`src/rtl/watch_rtc_core.sv`:
```
// Calendar/clock core: Y/M/D h:m:s with Gregorian leap years, weekday counter,
// validated two-step time load and a latched one-shot h:m alarm.
//
// state   | meaning
// S_IDLE  | counting; set_req captures the load values into shadow registers
// S_CHECK | shadow values validated; commit (ack) or reject (err), back to idle
module watch_rtc_core #(
  parameter int YEAR_W    = 12,
  parameter int YEAR_MIN  = 1,
  parameter int YEAR_MAX  = 4095,
  parameter int RST_YEAR  = 2021,
  parameter int RST_MONTH = 5,
  parameter int RST_DAY   = 30,
  parameter int RST_WEEK  = 0
) (
  input  logic              clk,
  input  logic              rst,
  input  logic              tick,
  input  logic              set_req,
  input  logic [YEAR_W-1:0] set_year,
  input  logic [7:0]        set_month,
  input  logic [7:0]        set_day,
  input  logic [7:0]        set_hour,
  input  logic [7:0]        set_minute,
  input  logic [7:0]        set_second,
  input  logic [2:0]        set_week,
  output logic              set_ack,
  output logic              set_err,
  input  logic              alarm_en,
  input  logic [7:0]        alarm_hour,
  input  logic [7:0]        alarm_minute,
  input  logic              alarm_clr,
  output logic              alarm_pending,
  output logic [YEAR_W-1:0] year,
  output logic [7:0]        month,
  output logic [7:0]        day,
  output logic [7:0]        hour,
  output logic [7:0]        minute,
  output logic [7:0]        second,
  output logic [2:0]        week,
  output logic [4:0]        max_date,
  output logic              day_wrap
);

  typedef enum logic {S_IDLE, S_CHECK} state_t;

  localparam logic [YEAR_W-1:0] Y_MIN  = YEAR_W'(YEAR_MIN);
  localparam logic [YEAR_W-1:0] Y_MAX  = YEAR_W'(YEAR_MAX);
  localparam logic [YEAR_W-1:0] Y_ONE  = YEAR_W'(1);
  localparam logic [YEAR_W-1:0] Y_RST  = YEAR_W'(RST_YEAR);
  localparam logic [7:0]        MO_RST = 8'(RST_MONTH);
  localparam logic [7:0]        D_RST  = 8'(RST_DAY);
  localparam logic [2:0]        W_RST  = 3'(RST_WEEK);

  function automatic logic is_leap(input logic [YEAR_W-1:0] y);
    int unsigned yy;
    yy = 32'(y);
    return ((yy % 4 == 0) && (yy % 100 != 0)) || (yy % 400 == 0);
  endfunction

  function automatic logic [4:0] days_in_month(input logic [7:0] m,
                                               input logic [YEAR_W-1:0] y);
    logic [4:0] d;
    case (m)
      8'd1, 8'd3, 8'd5, 8'd7, 8'd8, 8'd10, 8'd12: d = 5'd31;
      8'd4, 8'd6, 8'd9, 8'd11:                    d = 5'd30;
      8'd2:    d = is_leap(y) ? 5'd29 : 5'd28;
      default: d = 5'd0;
    endcase
    return d;
  endfunction

  state_t state, state_next;

  logic [YEAR_W-1:0] sh_year;
  logic [7:0]        sh_month, sh_day, sh_hour, sh_minute, sh_second;
  logic [2:0]        sh_week;
  logic [4:0]        sh_max;
  logic              set_valid;

  logic              capture, load_ok, load_bad;

  logic [YEAR_W-1:0] t_year;
  logic [7:0]        t_month, t_day, t_hour, t_minute, t_second;
  logic [2:0]        t_week;
  logic              t_wrap;
  logic              alarm_hit;

  assign max_date = days_in_month(month, year);
  assign sh_max   = days_in_month(sh_month, sh_year);

  assign set_valid = (32'(sh_year) >= YEAR_MIN) && (32'(sh_year) <= YEAR_MAX) &&
                     (sh_month >= 8'd1) && (sh_month <= 8'd12) &&
                     (sh_day >= 8'd1) && (sh_day <= {3'b000, sh_max}) &&
                     (sh_hour < 8'd24) && (sh_minute < 8'd60) &&
                     (sh_second < 8'd60) && (sh_week < 3'd7);

  always_ff @(posedge clk) begin
    if (!rst) state <= S_IDLE;
    else      state <= state_next;
  end

  always_comb begin
    state_next = state;
    capture    = 1'b0;
    load_ok    = 1'b0;
    load_bad   = 1'b0;
    case (state)
      S_IDLE: begin
        if (set_req) begin
          capture    = 1'b1;
          state_next = S_CHECK;
        end
      end
      S_CHECK: begin
        state_next = S_IDLE;
        if (set_valid) load_ok  = 1'b1;
        else           load_bad = 1'b1;
      end
      default: state_next = S_IDLE;
    endcase
  end

  // Value every field would take if this cycle's tick were applied.
  always_comb begin
    t_year   = year;
    t_month  = month;
    t_day    = day;
    t_hour   = hour;
    t_minute = minute;
    t_second = second;
    t_week   = week;
    t_wrap   = 1'b0;
    if (second < 8'd59) begin
      t_second = second + 8'd1;
    end else begin
      t_second = 8'd0;
      if (minute < 8'd59) begin
        t_minute = minute + 8'd1;
      end else begin
        t_minute = 8'd0;
        if (hour < 8'd23) begin
          t_hour = hour + 8'd1;
        end else begin
          t_hour = 8'd0;
          t_wrap = 1'b1;
          t_week = (week >= 3'd6) ? 3'd0 : week + 3'd1;
          if (day < {3'b000, max_date}) begin
            t_day = day + 8'd1;
          end else begin
            t_day = 8'd1;
            if (month < 8'd12) begin
              t_month = month + 8'd1;
            end else begin
              t_month = 8'd1;
              t_year  = (year == Y_MAX) ? Y_MIN : year + Y_ONE;
            end
          end
        end
      end
    end
  end

  // A committed load swallows the tick, so it can never raise the alarm.
  assign alarm_hit = tick && !load_ok && alarm_en && (t_second == 8'd0) &&
                     (t_minute == alarm_minute) && (t_hour == alarm_hour);

  always_ff @(posedge clk) begin
    if (!rst) begin
      year          <= Y_RST;
      month         <= MO_RST;
      day           <= D_RST;
      hour          <= 8'd0;
      minute        <= 8'd0;
      second        <= 8'd0;
      week          <= W_RST;
      set_ack       <= 1'b0;
      set_err       <= 1'b0;
      alarm_pending <= 1'b0;
      day_wrap      <= 1'b0;
      sh_year       <= '0;
      sh_month      <= 8'd0;
      sh_day        <= 8'd0;
      sh_hour       <= 8'd0;
      sh_minute     <= 8'd0;
      sh_second     <= 8'd0;
      sh_week       <= 3'd0;
    end else begin
      set_ack  <= load_ok;
      set_err  <= load_bad;
      day_wrap <= 1'b0;
      if (capture) begin
        sh_year   <= set_year;
        sh_month  <= set_month;
        sh_day    <= set_day;
        sh_hour   <= set_hour;
        sh_minute <= set_minute;
        sh_second <= set_second;
        sh_week   <= set_week;
      end
      if (load_ok) begin
        year   <= sh_year;
        month  <= sh_month;
        day    <= sh_day;
        hour   <= sh_hour;
        minute <= sh_minute;
        second <= sh_second;
        week   <= sh_week;
      end else if (tick) begin
        year     <= t_year;
        month    <= t_month;
        day      <= t_day;
        hour     <= t_hour;
        minute   <= t_minute;
        second   <= t_second;
        week     <= t_week;
        day_wrap <= t_wrap;
      end
      if (alarm_hit)      alarm_pending <= 1'b1;
      else if (alarm_clr) alarm_pending <= 1'b0;
    end
  end

endmodule

```
`config.mk`:
```
export PLATFORM = sky130hd
export DESIGN_NAME = watch_rtc_core
export DESIGN_NICKNAME = d
export VERILOG_FILES = /design/src/rtl/watch_rtc_core.sv
export SDC_FILE = /design/constraint.sdc
export NUM_CORES = 1
export LEC_CHECK = 0
export BUFFER_PORTS_ARGS = -buffer_cell sky130_fd_sc_hd__buf_2
export CAP_MARGIN = 5
export CORE_ASPECT_RATIO = 1.4
export CORE_MARGIN = 1
export CORE_UTILIZATION = 35
export CTS_CLUSTER_DIAMETER = 200
export DETAILED_ROUTE_END_ITERATION = 12
export MAX_ROUTING_LAYER = met4
export SYNTH_ARGS = -nofsm -noshare
export SYNTH_HDL_FRONTEND = slang
export SYNTH_SLANG_ARGS = --single-unit
```
`constraint.sdc`:
```
create_clock -name clk -period 11.95 [get_ports clk]
set_input_delay 1.195 -clock clk [delete_from_list [all_inputs] [get_ports clk]]
set_output_delay 1.195 -clock clk [all_outputs]
set_load 0.005 [all_outputs]
```
Word-level counts from Yosys, hierarchy flattened:

Index checks and enable logic that the tools add are counted.

* $add $sub $neg: 7
* divide/modulo/power cells: 4
* order comparisons: 15
* equal/unequal tests: 32
* muxes and demuxes: 52
* bitwise logic cells: 3
* reduce and logical (&&, ||, !) cells: 36

Operators by type and width (count)
* $mux 8: 25
* $logic_not 32->1: 4
* $mux 12: 8
* $eq 8x4->1 const B: 10
* $eq 8x3->1 const B: 8
* $mod 12x7->32 const B: 2
* $mod 12x9->32 const B: 2
* $reduce_bool 32->1: 2
* $add 8x1->8 const B: 5
* $eq 8x2->1 const B: 4
* $lt 8x6->1 const B: 4
* $pmux 5 s3: 2
* $mux 3: 6
* $eq 8x1->1 const B: 2
* $eq 8x8->1: 2
* $ge 8x1->1 const B: 2
* $lt 8x5->1 const B: 2
* $logic_and 1x1->1: 15
* $reduce_or 7->1: 2
* $add 12x1->12 const B: 1
* $eq 12x12->1 const B: 1
* $ge 12x1->1 const B: 1
* $mux 1: 10
* $ne 2x2->1 const B: 5
* 19 further kinds: 24

* bits in registers: 115
* input bits: 77
* output and inout bits: 64
* logic and storage cells: 168

Depth between registers and ports, before layout:

* depth in word-level cells: 21
* depth in mapped cells: 36
* gate-level depth less buffers: 33

Least setup slack after synthesis:

Ideal clock, no wire load.

* path type: register -> register
* start point: register sh_year[9]
* end point: register minute[5]
* setup time: 0.128 ns
* arrival: 6.799 ns
* data required time: 11.822 ns
* slack: 5.024 ns
* cell stages (with the launch flop): 33
* path buffers: 3
* period minus slack after synthesis: 6.926 ns
* cell sequence: dfxtp_1 > clkbuf_1 > o31ai_1 > inv_1 > ha_1 > o21a_1 > o31a_1 > o221ai_1 > o21ai_0 > a311oi_1 > a211oi_2 > o31ai_1 > nand3_1 > o21ai_1 > mux2i_1 > nor3_1 > nand4_1 > o311a_1 > ha_1 > nor2b_1 > o21a_1 > o21ai_0 > nand2b_1 > a21oi_1 > a31oi_1 > a311o_1 > a2111oi_0 > and2_1 > clkbuf_1 > clkbuf_1 > nor3b_1 > a221oi_1 > nor2_1

* longest elaborated chain between the ends: 15
* elaborated cells on any way between the ends: 22
* classes of those cells: 2 x div; 2 x order compare; 5 x mux; 13 x reduce/logical

RTL lines
* start: declaration: RTL line 75 `logic [YEAR_W-1:0] sh_year;`
* start signal: assignment: RTL line 193 `sh_year <= set_year;`
* $mod 12x7->32: RTL line 58 `return ((yy % 4 == 0) && (yy % 100 != 0)) || (yy % 400 == 0);`
* $reduce_bool 32->1: RTL line 58
* $logic_and 1x1->1: RTL line 58
* $logic_or 1x1->1: RTL line 58
* $mux 1: RTL line 67 `8'd2: d = is_leap(y) ? 5'd29 : 5'd28;`
* $pmux 5 s3: RTL line 64 `case (m)`
* $le 8x5->1: RTL line 94 `(sh_day >= 8'd1) && (sh_day <= {3'b000, sh_max}) &&`
* $logic_and 1x1->1 (*) (2 in series): RTL line 94
* $logic_and 1x1->1 (*) (2 in series): RTL line 95 `(sh_hour < 8'd24) && (sh_minute < 8'd60) &&`
* $logic_and 1x1->1 (*): RTL line 96 `(sh_second < 8'd60) && (sh_week < 3'd7);`
* $mux 1 (*): RTL line 117 `if (set_valid) load_ok = 1'b1;`
* $mux 1 (*): RTL line 108 `case (state)`
* $mux 8 or $reduce_bool 2->1 (tied branches)
* end signal: assignment: RTL line 206 `minute <= sh_minute;`
* end signal: assignment: RTL line 214 `minute <= t_minute;`
* end: declaration: RTL line 38 `output logic [7:0] minute,`

Mark *: on every way between the ends. The rest lies on a longest branch, timed or not.
A chain may end at the register's enable or synchronous reset.

Worst setup path in the final report:

* start point: register sh_year[8]
* end point: register second[0]

* longest elaborated chain between the ends: 15
* elaborated cells on any way between the ends: 22
* classes of those cells: 2 x div; 2 x order compare; 5 x mux; 13 x reduce/logical

RTL lines
* $mod 12x7->32: RTL line 58
* $reduce_bool 32->1: RTL line 58
* $logic_and 1x1->1: RTL line 58
* $logic_or 1x1->1: RTL line 58
* $mux 1: RTL line 67
* $pmux 5 s3: RTL line 64
* $le 8x5->1: RTL line 94
* $logic_and 1x1->1 (*) (2 in series): RTL line 94
* $logic_and 1x1->1 (*) (2 in series): RTL line 95
* $logic_and 1x1->1 (*): RTL line 96
* $mux 1 (*): RTL line 117
* $mux 1 (*): RTL line 108
* $mux 8 or $reduce_bool 2->1 (tied branches)
* end signal: assignment: RTL line 207 `second <= sh_second;`
* end signal: assignment: RTL line 215 `second <= t_second;`
* end: declaration: RTL line 39 `output logic [7:0] second,`

Marks and branches as above.

==> flow_metrics.py <==
metrics = {
    "power": {
        "powerDensity_nw_per_um2": 119,
        "peakVddDrop_mv": 0.107,
        "leakagePower_nw": 3.80,
    },
    "clock_network": {
        "clk_latency_ps": 420,
        "cts.sinks": 115,
        "cts_buffers": 17,
        "ctsHoldBuffers": 0,
        "cts_setup_buffers": 0,
        "ctsResizeCount": 0,
        "root_buffer": "clkbuf_16",
        "htreeDepth": 4,
        "clk_pin_slew_ps": 60,
        "cts_tree": "built",
        "cts_buffer_depth": 2,
    },
    "drt": {
        "ant_nets": 0,
        "via_count": 9034,
        "vias_per_cell": 5.82,
        "routed_wl_um": 27300,
        "drc": 0,
        "first_iter_violations": 461,
        "first_pass_iters": 6,
        "routedWlPerCell_um": 17.6,
    },
    "logic_synthesis": {
        "synth_top_area_frac": 0.275,
        "synth_edf_count": 0,
        "synth_flop_cell": "dfxtp_1",
        "async_flop_share": 0,
        "yosys_warnings": 0,
        "yosys-top-cells-area": "dfxtp_1 (28%), nand2_1 (9.1%), a21oi_1 (5.9%), ha_1 (3.4%), nor2_1 (3.2%)",
        "syn_inst": 1142,
        "synth.largest_area_cell": "dfxtp_1",
        "seq_area_frac_synth": 0.275,
        "synth_fp_nets": 1242,
        "syn_avg_cell_area_um2": 7.33,
        "synth_seq_cells": 115,
        "syn_area_um2": 8370,
        "ys_types": 104,
    },
    "timing": {
        "setup_viol": 0,
        "fin_setup_tns_ps": 0,
        "whs_ps": 449,
        "final_hold_viol_count": 0,
        "final.min_clock_period_ps": 8150,
        "relSlewSlack": 0.251,
        "tightestPinTransition_ps": 1090,
        "fin_skew_ps": 13.4,
        "rsz0062_at_grt": "false",
        "max_freq_mhz": 123,
        "drv_slew": 0,
        "post-route-period-util": 0.682,
    },
    "job": {
        "max_cap_viol_count": 0,
    },
    "die": {
        "ioPinCount": 141,
        "die_h_um": 185,
        "start_util": 0.358,
        "dieArea_um2": 24500,
        "die_w_um": 133,
        "core_um2": 23400,
        "rows": 66,
    },
    "place": {
        "port_buffers": 140,
        "dp_hpwl_um": 20600,
        "gp_congestion": 0.938,
        "dp.cells": 1521,
        "dpl_cell_area_um2": 9200,
    },
    "hold_path": {
        "hold_path.class": "reg -> reg",
    },
    "grt": {
        "grt_max_degree": 88,
        "grt_pass1_wl_um": 44200,
        "grt_use_total": 0.231,
        "grt-ovfl-total": 0,
        "antenna_found_initial": 0,
        "grt_pass1_vias": 8539,
    },
    "layout": {
        "diodes": 0,
        "num-nets-final": 1334,
        "final_area_um2": 9800,
        "stdcell_count": 1553,
        "syn2layout_area_growth_pct": 17.2,
        "drive_above_1_share": 0.184,
    },
    "setup_path": {
        "critical_path.startpoint_type": "flop",
        "cp.required_ps": 12210,
        "critPathMaxFanout": 45,
        "crit_path_end_kind": "flop",
        "critPathKind": "reg -> reg",
        "crit_slowest_cell": "a311oi_1",
        "arrival_ps": 8410,
        "cpPeakStageDelay_ps": 770,
    },
    "status": {
        "status": "complete, no violations",
    },
}
-- layer usage --
layer / share of wire / wire length (µm) / up-vias / track usage
li1: - / - / 4414 / -
met1: 0.41 / 11300 / 4287 / 0.265
met2: 0.51 / 13900 / 272 / 0.397
met3: 0.041 / 1110 / 61 / 0.0290
met4: 0.036 / 972 / 0 / 0.111
met5: 0 / 0 / - / -
-- per-stage QoR --
step | power, mW | setup WS, ps | util
6_report | 1.16 | 3800 | 0.420
5_1_grt | 1.22 | 2900 | 0.420
4_1_cts | 1.17 | 3880 | 0.420
3_5_place_dp | 0.643 | 3920 | 0.394
3_3_place_gp | 0.642 | 4200 | 0.394
2_1_floorplan | 0.582 | 5020 | -
-- logic make-up (layout without fill, tap and decap cells) --
family                     after synthesis  after routing  synth area share
xor gates and xnor gates                32             32            0.0335
muxes                                    9              9            0.0109
adders and majority gates               24             24            0.0357
AOI/OAI and AO/OA                      356            356             0.302
buffers and inverters                  107            212            0.0532
DFF                                    115            115             0.275
and+or+nand+nor                        499            499             0.290
-- placed cells by master, fill, tap and decap left out, types with 6 or more instances in the layout --
master / n
nand2_1: 202
buf_2: 140
dfxtp_1: 115
a21oi_1: 99
nor2_1: 72
nor3_1: 49
o21ai_0: 48
nand3_1: 46
inv_1: 27
xnor2_1: 27
a31oi_1: 26
ha_1: 23
nand4_1: 19
clkbuf_16: 17
and3_1: 16
a211oi_1: 14
o21ai_1: 14
nor4_1: 13
o31ai_1: 11
o21a_1: 10
and2_1: 9
nor2b_1: 9
buf_4: 9
or4_1: 8
or3_1: 8
nand3b_1: 8
mux2i_1: 8
a21o_1: 8
or2_2: 7
a311oi_1: 7
o211ai_1: 7
a211o_1: 6
nand2b_1: 6
nor3_2: 6
o2111ai_1: 6
a221oi_1: 6
inv_6: 6
-- power by group --
| group | switching [mW] | internal, mW |
|---|---|---|
| Sequential | 0.0189 | 0.396 |
| Combinational | 0.132 | 0.0901 |
| Clock | 0.206 | 0.320 |
| Total | 0.357 | 0.806 |
-- area by class of cell --
class / count / area, µm²
Fill cell: 2420 / 13600
Multi-Input combinational cell: 920 / 5630
Sequential cell: 115 / 2300
Timing Repair Buffer: 149 / 768
Clock buffer: 18 / 439
Tap cell: 306 / 383
Clock inverter: 14 / 166
Inverter: 31 / 116
-- flip-flops by register name, summed over array words and instances, names as in the netlist --
register,cells
sh_week,3
day_wrap,1
week,3
alarm_pending,1
day,8
sh_year,12
set_err,1
hour,8
state,1
year,12
minute,8
sh_hour,8
sh_month,8
set_ack,1
month,8
sh_day,8
second,8
sh_minute,8
sh_second,8
-- path summary, 6_finish.rpt --
check | from | end | slack [ps] | cells past startpoint
worst min-delay path | sh_day[7]$_SDFFE_PN0P_ | sh_day[7]$_SDFFE_PN0P_ | 450 | 2
worst max-delay path | sh_year[8]$_SDFFE_PN0P_ | second[0]$_SDFFE_PN0P_ | 3800 | 33
worst min register to register | sh_day[7]$_SDFFE_PN0P_ | sh_day[7]$_SDFFE_PN0P_ | 450 | 2
worst max register to register | sh_year[8]$_SDFFE_PN0P_ | second[0]$_SDFFE_PN0P_ | 3800 | 33
-- critical path, delay by kind of cell, from the launching register on --
kind,cells,cell delay [ps]
simple gates,9,1060
buf+inv,3,740
fa+ha+maj,2,320
compound gates,18,5120
flops,1,450
mux,1,250
-- Yosys cell counts (8+ instances only) --
cell type  count
xnor2_1       27
buf_1          8
nand4_1       19
a31oi_1       26
clkbuf_1      52
a21o_1         8
nand3_1       46
buf_2         10
o21a_1        10
a21oi_1       99
and3_1        16
inv_1         28
o21ai_0       48
nand3b_1       8
mux2i_1        8
o31ai_1       11
nor2_1        72
nand2_1      202
ha_1          23
a211oi_1      14
o21ai_1       14
or4_1          8
nor2b_1       10
or3_1          8
nor4_1        13
and2_1         9
nor3_1        49
dfxtp_1      115
(Power assumes the default switching activity.)
